**config.mk**
```make
export PLATFORM = sky130hd
export DESIGN_NAME = onchip_mem_arbiter_flat
export DESIGN_NICKNAME = d
export VERILOG_FILES = /design/src/rtl/onchip_arb_pkg.sv /design/src/rtl/onchip_mem_arbiter_if.sv /design/src/rtl/onchip_arb_rr2.sv /design/src/rtl/onchip_mem_arbiter.sv /design/src/flat_wrapper.sv
export SDC_FILE = /design/constraint.sdc
export NUM_CORES = 1
export LEC_CHECK = 0
export CAP_MARGIN = 40
export CORE_AREA = 10 10 111 113
export DETAILED_ROUTE_END_ITERATION = 6
export DIE_AREA = 0 0 121 123
export GPL_TIMING_DRIVEN = 0
export PLACE_DENSITY = 0.67
export SLEW_MARGIN = 20
export SYNTH_ARGS = -nofsm -noshare
export SYNTH_HDL_FRONTEND = slang
export SYNTH_SLANG_ARGS = --single-unit
export TNS_END_PERCENT = 1
```
**constraint.sdc**
```tcl
create_clock -name clk -period 1.5 [get_ports clk]
set_input_delay 0.3 -clock clk [delete_from_list [all_inputs] [get_ports clk]]
set_output_delay 0.3 -clock clk [all_outputs]
set_load 0.03 [all_outputs]
```
**src/rtl/onchip_arb_pkg.sv**
```systemverilog
// Shared constants and types for the two-master on-chip RAM arbiter.
// Contents: bus widths, RAM depth, master index type, request payload struct
// and a saturating-increment helper for the statistics counters.
package onchip_arb_pkg;

   localparam int unsigned ADDR_W = 13;
   localparam int unsigned DATA_W = 32;
   localparam int unsigned BE_W   = DATA_W / 8;
   localparam int unsigned DEPTH  = 6500;
   localparam int unsigned STAT_W = 16;

   typedef logic mst_idx_t;

   typedef struct packed {
      logic [ADDR_W-1:0] address;
      logic [BE_W-1:0]   byteenable;
      logic              read;
      logic              write;
      logic [DATA_W-1:0] writedata;
   } mst_req_t;

   // Counter increment that sticks at all-ones.
   function automatic logic [STAT_W-1:0] sat_inc(input logic [STAT_W-1:0] v);
      return (&v) ? v : v + STAT_W'(1);
   endfunction

endpackage

```
**src/rtl/onchip_mem_arbiter_if.sv**
```systemverilog
// Avalon-MM master-to-arbiter link, one instance per master.
// master modport: drives address/byteenable/read/write/writedata,
//                 receives waitrequest/readdata/readdatavalid.
// slave modport:  the arbiter side of the same link.
interface onchip_mem_arbiter_if;
   import onchip_arb_pkg::*;

   logic [ADDR_W-1:0] address;
   logic [BE_W-1:0]   byteenable;
   logic              read;
   logic              write;
   logic [DATA_W-1:0] writedata;
   logic              waitrequest;
   logic [DATA_W-1:0] readdata;
   logic              readdatavalid;

   modport master (
      output address, byteenable, read, write, writedata,
      input  waitrequest, readdata, readdatavalid
   );

   modport slave (
      input  address, byteenable, read, write, writedata,
      output waitrequest, readdata, readdatavalid
   );

endinterface

```
**src/rtl/onchip_arb_rr2.sv**
```systemverilog
// Two-way round-robin grant logic, purely combinational.
// Ports: req[1:0] requests, last_gnt index granted most recently,
//        gnt_c[1:0] one-hot grant (zero when nobody requests).
module onchip_arb_rr2
   import onchip_arb_pkg::*;
(
   input  logic [1:0] req,
   input  mst_idx_t   last_gnt,
   output logic [1:0] gnt_c
);

   // On contention the master that was not granted last wins.
   always_comb begin
      gnt_c = 2'b00;
      if (req == 2'b11) gnt_c = last_gnt ? 2'b01 : 2'b10;
      else              gnt_c = req;
   end

endmodule

```
**src/rtl/onchip_mem_arbiter.sv**
```systemverilog
// Round-robin arbiter placing two Avalon-MM masters in front of a
// single-port 32-bit on-chip RAM with fixed 1-cycle read latency.
// Ports: clk, reset (async, active-high); m0/m1 master links (slave modport);
//        mem_* RAM pins; stat_grant0/stat_grant1/stat_conflict statistics.
// Build option: define ONCHIP_ARB_STATS_EN to enable the saturating 16-bit
// statistics counters; otherwise the stat ports are tied to zero.
module onchip_mem_arbiter
   import onchip_arb_pkg::*;
(
   input  logic                 clk,
   input  logic                 reset,
   onchip_mem_arbiter_if.slave  m0,
   onchip_mem_arbiter_if.slave  m1,
   output logic [ADDR_W-1:0]    mem_address,
   output logic [BE_W-1:0]      mem_byteenable,
   output logic                 mem_chipselect,
   output logic                 mem_write,
   output logic [DATA_W-1:0]    mem_writedata,
   output logic                 mem_clken,
   input  logic [DATA_W-1:0]    mem_readdata,
   output logic [STAT_W-1:0]    stat_grant0,
   output logic [STAT_W-1:0]    stat_grant1,
   output logic [STAT_W-1:0]    stat_conflict
);

   mst_req_t   r0, r1, sel_req;
   logic [1:0] req, gnt;
   logic       granted, rd_vld;
   mst_idx_t   last_gnt, sel, rd_id;

   assign r0 = '{address: m0.address, byteenable: m0.byteenable, read: m0.read,
                 write: m0.write, writedata: m0.writedata};
   assign r1 = '{address: m1.address, byteenable: m1.byteenable, read: m1.read,
                 write: m1.write, writedata: m1.writedata};

   assign req = {r1.read | r1.write, r0.read | r0.write};

   onchip_arb_rr2 u_rr2 (
      .req      (req),
      .last_gnt (last_gnt),
      .gnt_c    (gnt)
   );

   assign granted = |gnt;
   assign sel     = mst_idx_t'(gnt[1]);
   assign sel_req = sel ? r1 : r0;

   assign m0.waitrequest = req[0] & ~gnt[0];
   assign m1.waitrequest = req[1] & ~gnt[1];

   // RAM pins follow the granted master; all zero when idle.
   always_comb begin
      mem_chipselect = 1'b0;
      mem_address    = '0;
      mem_byteenable = '0;
      mem_write      = 1'b0;
      mem_writedata  = '0;
      if (granted) begin
         mem_chipselect = 1'b1;
         mem_address    = sel_req.address;
         mem_byteenable = sel_req.byteenable;
         mem_write      = sel_req.write;
         mem_writedata  = sel_req.writedata;
      end
   end

   assign mem_clken = 1'b1;

   // Arbitration history and in-flight read tag (write wins over read).
   always_ff @(posedge clk or posedge reset) begin
      if (reset) begin
         last_gnt <= 1'b1;
         rd_vld   <= 1'b0;
         rd_id    <= 1'b0;
      end else begin
         if (granted) last_gnt <= sel;
         rd_vld <= granted & ~sel_req.write;
         rd_id  <= sel;
      end
   end

   assign m0.readdatavalid = rd_vld & (rd_id == 1'b0);
   assign m1.readdatavalid = rd_vld & (rd_id == 1'b1);
   assign m0.readdata      = m0.readdatavalid ? mem_readdata : '0;
   assign m1.readdata      = m1.readdatavalid ? mem_readdata : '0;

`ifdef ONCHIP_ARB_STATS_EN
   logic [STAT_W-1:0] cnt_g0, cnt_g1, cnt_cf;

   // Saturating grant / contention counters.
   always_ff @(posedge clk or posedge reset) begin
      if (reset) begin
         cnt_g0 <= '0;
         cnt_g1 <= '0;
         cnt_cf <= '0;
      end else begin
         if (gnt[0])  cnt_g0 <= sat_inc(cnt_g0);
         if (gnt[1])  cnt_g1 <= sat_inc(cnt_g1);
         if (&req)    cnt_cf <= sat_inc(cnt_cf);
      end
   end

   assign stat_grant0   = cnt_g0;
   assign stat_grant1   = cnt_g1;
   assign stat_conflict = cnt_cf;
`else
   assign stat_grant0   = '0;
   assign stat_grant1   = '0;
   assign stat_conflict = '0;
`endif

endmodule
```
**src/flat_wrapper.sv**
```systemverilog
// flat-port wrapper written by rule: the top's interface ports become plain ports
module onchip_mem_arbiter_flat import onchip_arb_pkg::*;
  (clk, reset, mem_address, mem_byteenable, mem_chipselect, mem_write, mem_writedata, mem_clken, mem_readdata, stat_grant0, stat_grant1, stat_conflict, m0_address, m0_byteenable, m0_read, m0_write, m0_writedata, m0_waitrequest, m0_readdata, m0_readdatavalid, m1_address, m1_byteenable, m1_read, m1_write, m1_writedata, m1_waitrequest, m1_readdata, m1_readdatavalid);
  onchip_mem_arbiter_if m0_i ();
  onchip_mem_arbiter_if m1_i ();
  input  logic clk;
  input  logic reset;
  output logic [ADDR_W-1:0] mem_address;
  output logic [BE_W-1:0] mem_byteenable;
  output logic mem_chipselect;
  output logic mem_write;
  output logic [DATA_W-1:0] mem_writedata;
  output logic mem_clken;
  input  logic [DATA_W-1:0] mem_readdata;
  output logic [STAT_W-1:0] stat_grant0;
  output logic [STAT_W-1:0] stat_grant1;
  output logic [STAT_W-1:0] stat_conflict;
  input wire logic [$bits(m0_i.address)-1:0] m0_address;
  input wire logic [$bits(m0_i.byteenable)-1:0] m0_byteenable;
  input wire logic [$bits(m0_i.read)-1:0] m0_read;
  input wire logic [$bits(m0_i.write)-1:0] m0_write;
  input wire logic [$bits(m0_i.writedata)-1:0] m0_writedata;
  output wire logic [$bits(m0_i.waitrequest)-1:0] m0_waitrequest;
  output wire logic [$bits(m0_i.readdata)-1:0] m0_readdata;
  output wire logic [$bits(m0_i.readdatavalid)-1:0] m0_readdatavalid;
  input wire logic [$bits(m1_i.address)-1:0] m1_address;
  input wire logic [$bits(m1_i.byteenable)-1:0] m1_byteenable;
  input wire logic [$bits(m1_i.read)-1:0] m1_read;
  input wire logic [$bits(m1_i.write)-1:0] m1_write;
  input wire logic [$bits(m1_i.writedata)-1:0] m1_writedata;
  output wire logic [$bits(m1_i.waitrequest)-1:0] m1_waitrequest;
  output wire logic [$bits(m1_i.readdata)-1:0] m1_readdata;
  output wire logic [$bits(m1_i.readdatavalid)-1:0] m1_readdatavalid;
  assign m0_i.address = m0_address;
  assign m0_i.byteenable = m0_byteenable;
  assign m0_i.read = m0_read;
  assign m0_i.write = m0_write;
  assign m0_i.writedata = m0_writedata;
  assign m0_waitrequest = m0_i.waitrequest;
  assign m0_readdata = m0_i.readdata;
  assign m0_readdatavalid = m0_i.readdatavalid;
  assign m1_i.address = m1_address;
  assign m1_i.byteenable = m1_byteenable;
  assign m1_i.read = m1_read;
  assign m1_i.write = m1_write;
  assign m1_i.writedata = m1_writedata;
  assign m1_waitrequest = m1_i.waitrequest;
  assign m1_readdata = m1_i.readdata;
  assign m1_readdatavalid = m1_i.readdatavalid;
  onchip_mem_arbiter u_core (.clk(clk), .reset(reset), .m0(m0_i), .m1(m1_i), .mem_address(mem_address), .mem_byteenable(mem_byteenable), .mem_chipselect(mem_chipselect), .mem_write(mem_write), .mem_writedata(mem_writedata), .mem_clken(mem_clken), .mem_readdata(mem_readdata), .stat_grant0(stat_grant0), .stat_grant1(stat_grant1), .stat_conflict(stat_conflict));
endmodule
```
==> impl_metrics.xml <==
<?xml version="1.0" encoding="UTF-8"?>
<metrics>
  <group name="critical_path">
    <metric name="setup.worst_path.start" unit="">u_core.last_gnt</metric>
    <metric name="crit-reg2reg-launch" unit="">u_core.last_gnt</metric>
    <metric name="endpoint_kind" unit="">primary output</metric>
    <metric name="worstPathBufferInverterCount" unit="">3</metric>
    <metric name="timing_worst_setup_path_type" unit="">reg2out</metric>
    <metric name="path_delay_family" unit="">flip-flops</metric>
    <metric name="worstPathCellList" unit="">o21a_1 -&gt; nor2_4 -&gt; buf_12 -&gt; clkbuf_16 -&gt; a22o_4 -&gt; buf_6</metric>
    <metric name="worst_setup_path_start_kind" unit="">register</metric>
    <metric name="timing.reg2reg.setup_slack" unit="ps">310</metric>
    <metric name="data_required_time_of_the_worst_path" unit="ps">1200</metric>
    <metric name="r2r-end" unit="">u_core.rd_id</metric>
    <metric name="worstPathMaxFanout" unit="">5</metric>
    <metric name="critical_path_arrival" unit="ps">1690</metric>
    <metric name="largest_stage_delay_on_the_critical_path" unit="ps">540</metric>
    <metric name="cpMaxStageDelayCell" unit="">dfstp_2</metric>
    <metric name="ff2ff_path_depth" unit="">4</metric>
  </group>
  <group name="global_route">
    <metric name="grt_antenna_before_repair" unit="">0</metric>
    <metric name="grt_pass1_vias" unit="">2750</metric>
    <metric name="grt_max_degree" unit="">11</metric>
    <metric name="track_usage" unit="">0.138</metric>
    <metric name="gr-total-overflow" unit="">0</metric>
    <metric name="grt_pass1_wl" unit="um">16300</metric>
  </group>
  <group name="final_layout">
    <metric name="nFillCells" unit="">950</metric>
    <metric name="final-seq-area" unit="um2">78.8</metric>
    <metric name="most-common-layout-cells" unit="">131 x clkdlybuf4s50_1, 83 x buf_6, 72 x buf_4</metric>
    <metric name="multi_input_comb_area" unit="um2">1490</metric>
    <metric name="drive_gt1_frac" unit="">0.532</metric>
    <metric name="layout_commonest_cell" unit="">clkdlybuf4s50_1</metric>
    <metric name="antennaDiodeCount" unit="">0</metric>
    <metric name="final_nets" unit="">654</metric>
    <metric name="area_delta_synth_final" unit="%">222</metric>
  </group>
  <group name="timing">
    <metric name="final.setup_skew" unit="ps">3.78</metric>
    <metric name="setup_total_negative_slack" unit="ps">-30150</metric>
    <metric name="fmaxAchievable" unit="GHz">0.501</metric>
    <metric name="timing.final.crit_share" unit="">1.33</metric>
    <metric name="finalMaxSlewViolations" unit="">0</metric>
    <metric name="timing.final.ws_setup" unit="ps">-495</metric>
    <metric name="period_minus_slack" unit="ps">1990</metric>
    <metric name="endpoints_failing_setup" unit="">96</metric>
    <metric name="rsz0062_at_grt" unit="">yes</metric>
    <metric name="final-hold-violation-count" unit="">0</metric>
  </group>
  <group name="outcome">
    <metric name="status" unit="">finished, violations left</metric>
    <metric name="violated_checks" unit="">negative setup slack</metric>
  </group>
  <group name="logic_synthesis">
    <metric name="number_of_cells_produced_by_synthesis" unit="">207</metric>
    <metric name="synth_sequential_area_ratio" unit="">0.0487</metric>
    <metric name="synth.area.top_cells" unit="">a22o_1 27%, buf_4 23%, and2_1 13%, and3_1 13%, buf_6 4.3%</metric>
    <metric name="syn-cell-area" unit="um2">1570</metric>
    <metric name="ys_ff_latch" unit="">3</metric>
    <metric name="netlist.area_leader.share" unit="">0.274</metric>
    <metric name="syn_area_per_cell" unit="um2">7.57</metric>
    <metric name="synthesis.yosys.warnings" unit="">0</metric>
    <metric name="post-synth-top-area-cell" unit="">a22o_1</metric>
    <metric name="netlist-cell-type-count" unit="">27</metric>
  </group>
  <group name="routing">
    <metric name="ant_nets" unit="">0</metric>
    <metric name="drtIter0Drc" unit="">53</metric>
    <metric name="wirelength" unit="um">11600</metric>
    <metric name="wire_per_inst" unit="um">17.8</metric>
    <metric name="drt-pass1-iter-count" unit="">4</metric>
    <metric name="post-route-drc-count" unit="">0</metric>
    <metric name="dr_total_vias" unit="">2548</metric>
    <metric name="detail_route.vias_per_cell" unit="">3.90</metric>
  </group>
  <group name="floorplanning">
    <metric name="design.die.area" unit="um2">14900</metric>
    <metric name="die_h" unit="um">123</metric>
    <metric name="placementRows" unit="">37</metric>
    <metric name="ioPinCount" unit="">304</metric>
    <metric name="die_w" unit="um">121</metric>
    <metric name="floorplan.initialDensity" unit="">0.155</metric>
    <metric name="area_of_the_core" unit="um2">10100</metric>
  </group>
  <group name="pwr">
    <metric name="report.power.total" unit="mW">3.61</metric>
    <metric name="worst_ir_drop_vdd" unit="mV">0.394</metric>
    <metric name="pwr_density_cell" unit="nW/um2">715</metric>
    <metric name="p_leak" unit="nW">2.53</metric>
  </group>
  <group name="job">
    <metric name="maxCapViolations" unit="">0</metric>
  </group>
  <group name="placed_design">
    <metric name="post-place-ws" unit="ps">-1130</metric>
    <metric name="io_buffer_count" unit="">254</metric>
    <metric name="estimated_wirelength_of_the_detail_placed_design" unit="um">10400</metric>
    <metric name="gp_congestion" unit="">0.794</metric>
  </group>
  <group name="clock_tree">
    <metric name="clock_path_buffers" unit="">2</metric>
    <metric name="clock_sink_count" unit="">3</metric>
    <metric name="cts_buffer_count" unit="">3</metric>
    <metric name="clock_pin_slew_reported_for_the_worst_setup_and_hold_paths_after_clock_tree_synthesis" unit="ps">30</metric>
    <metric name="tritoncts_clock_tree" unit="">done</metric>
    <metric name="htree_num_levels" unit="">1</metric>
    <metric name="clkLatencyLatePin" unit="ps">220</metric>
    <metric name="clk_root_buffer_cell" unit="">clkbuf_8</metric>
  </group>
  <group name="min_path">
    <metric name="timing.hold.worst.class" unit="">in2async</metric>
  </group>
</metrics>
==> where the power goes <==
| part | internal (mW) | total (mW) | leakage, nW | switching, mW |
|---|---|---|---|---|
| Clock | 0.182 | 0.238 | 0.0228 | 0.0567 |
| Sequential | 0.100 | 0.120 | 0.0324 | 0.0201 |
| Combinational | 1.62 | 3.25 | 2.48 | 1.62 |
==> cell type report <==
type                            instances  area share
Multi-Input combinational cell        182       0.295
Sequential cell                         3      0.0156
Timing Repair Buffer                  259       0.530
Clock buffer                            4     0.00893
Inverter                                1    0.000744
Tap cell                              136      0.0337
Buffer                                 68       0.116
==> flip-flops by register name, summed over array words and instances, names as in the netlist <==
register	cells
u_core.rd_vld	1
u_core.last_gnt	1
u_core.rd_id	1
==> metrics by stage <==
step	hold slack, ps	cell area [um2]	instances	utilization
finish	254	5040	653	0.497
global route	280	5040	653	0.497
CTS	258	4850	652	0.479
detailed placement	492	4590	644	0.453
global placement	491	4590	644	0.453
floorplan	52.9	1880	254	-
==> cells by family (layout without fill, tap and decap cells) <==
group                  after synthesis  after routing  share of synthesized area
flip-flops                           3              3                     0.0487
buffers and inverters               69            332                      0.321
AND/OR/NAND/NOR                     78             78                      0.320
other                                2             49                    0.00479
AO/OA/AOI/OAI                       55             55                      0.306
==> synth_stat cells (all sizes together) <==
cell type	count
o22ai	1
o21a	1
nand2	2
conb	2
nor2	6
nand2b	2
a21oi	1
clkbuf	9
a21o	1
and2	33
dfrtp	2
inv	1
a22o	49
o21ba	1
and2b	1
a21boi	1
nor2b	1
buf	59
dfstp	1
nor3	1
and3	32
==> routing by layer <==
| layer | track usage | routed length (um) | vias up |
|---|---|---|---|
| li1 | - | - | 1264 |
| met1 | 0.126 | 3560 | 1141 |
| met2 | 0.273 | 6700 | 138 |
| met3 | 0.0634 | 1290 | 5 |
| met4 | 0.0271 | 80 | 0 |
| met5 | 0 | 0 | - |
==> worst register-to-register path, cell delays in order, from the launching register on <==
cell and delay, ps:
dfstp_2 540, o21a_1 190, nor2_4 70, buf_12 140
buf_16 130
==> worst max path at each step <==
stage	end	cells past startpoint
6_report	mem_writedata[28]	6
5_1_grt	mem_writedata[28]	6
2_1_floorplan	mem_address[0]	4
4_1_cts	mem_writedata[28]	6
3_5_place_dp	mem_address[9]	6
3_3_place_gp	mem_address[6]	6
==> repair_timing <==
action,4_1_cts,5_1_grt
resized for setup,781,53
cloned,1,1
buffers inserted,3,0
pin swaps,14,28
setup endpoints to repair,119,115
hold buffers,0,0
(Power assumes the default switching activity.)
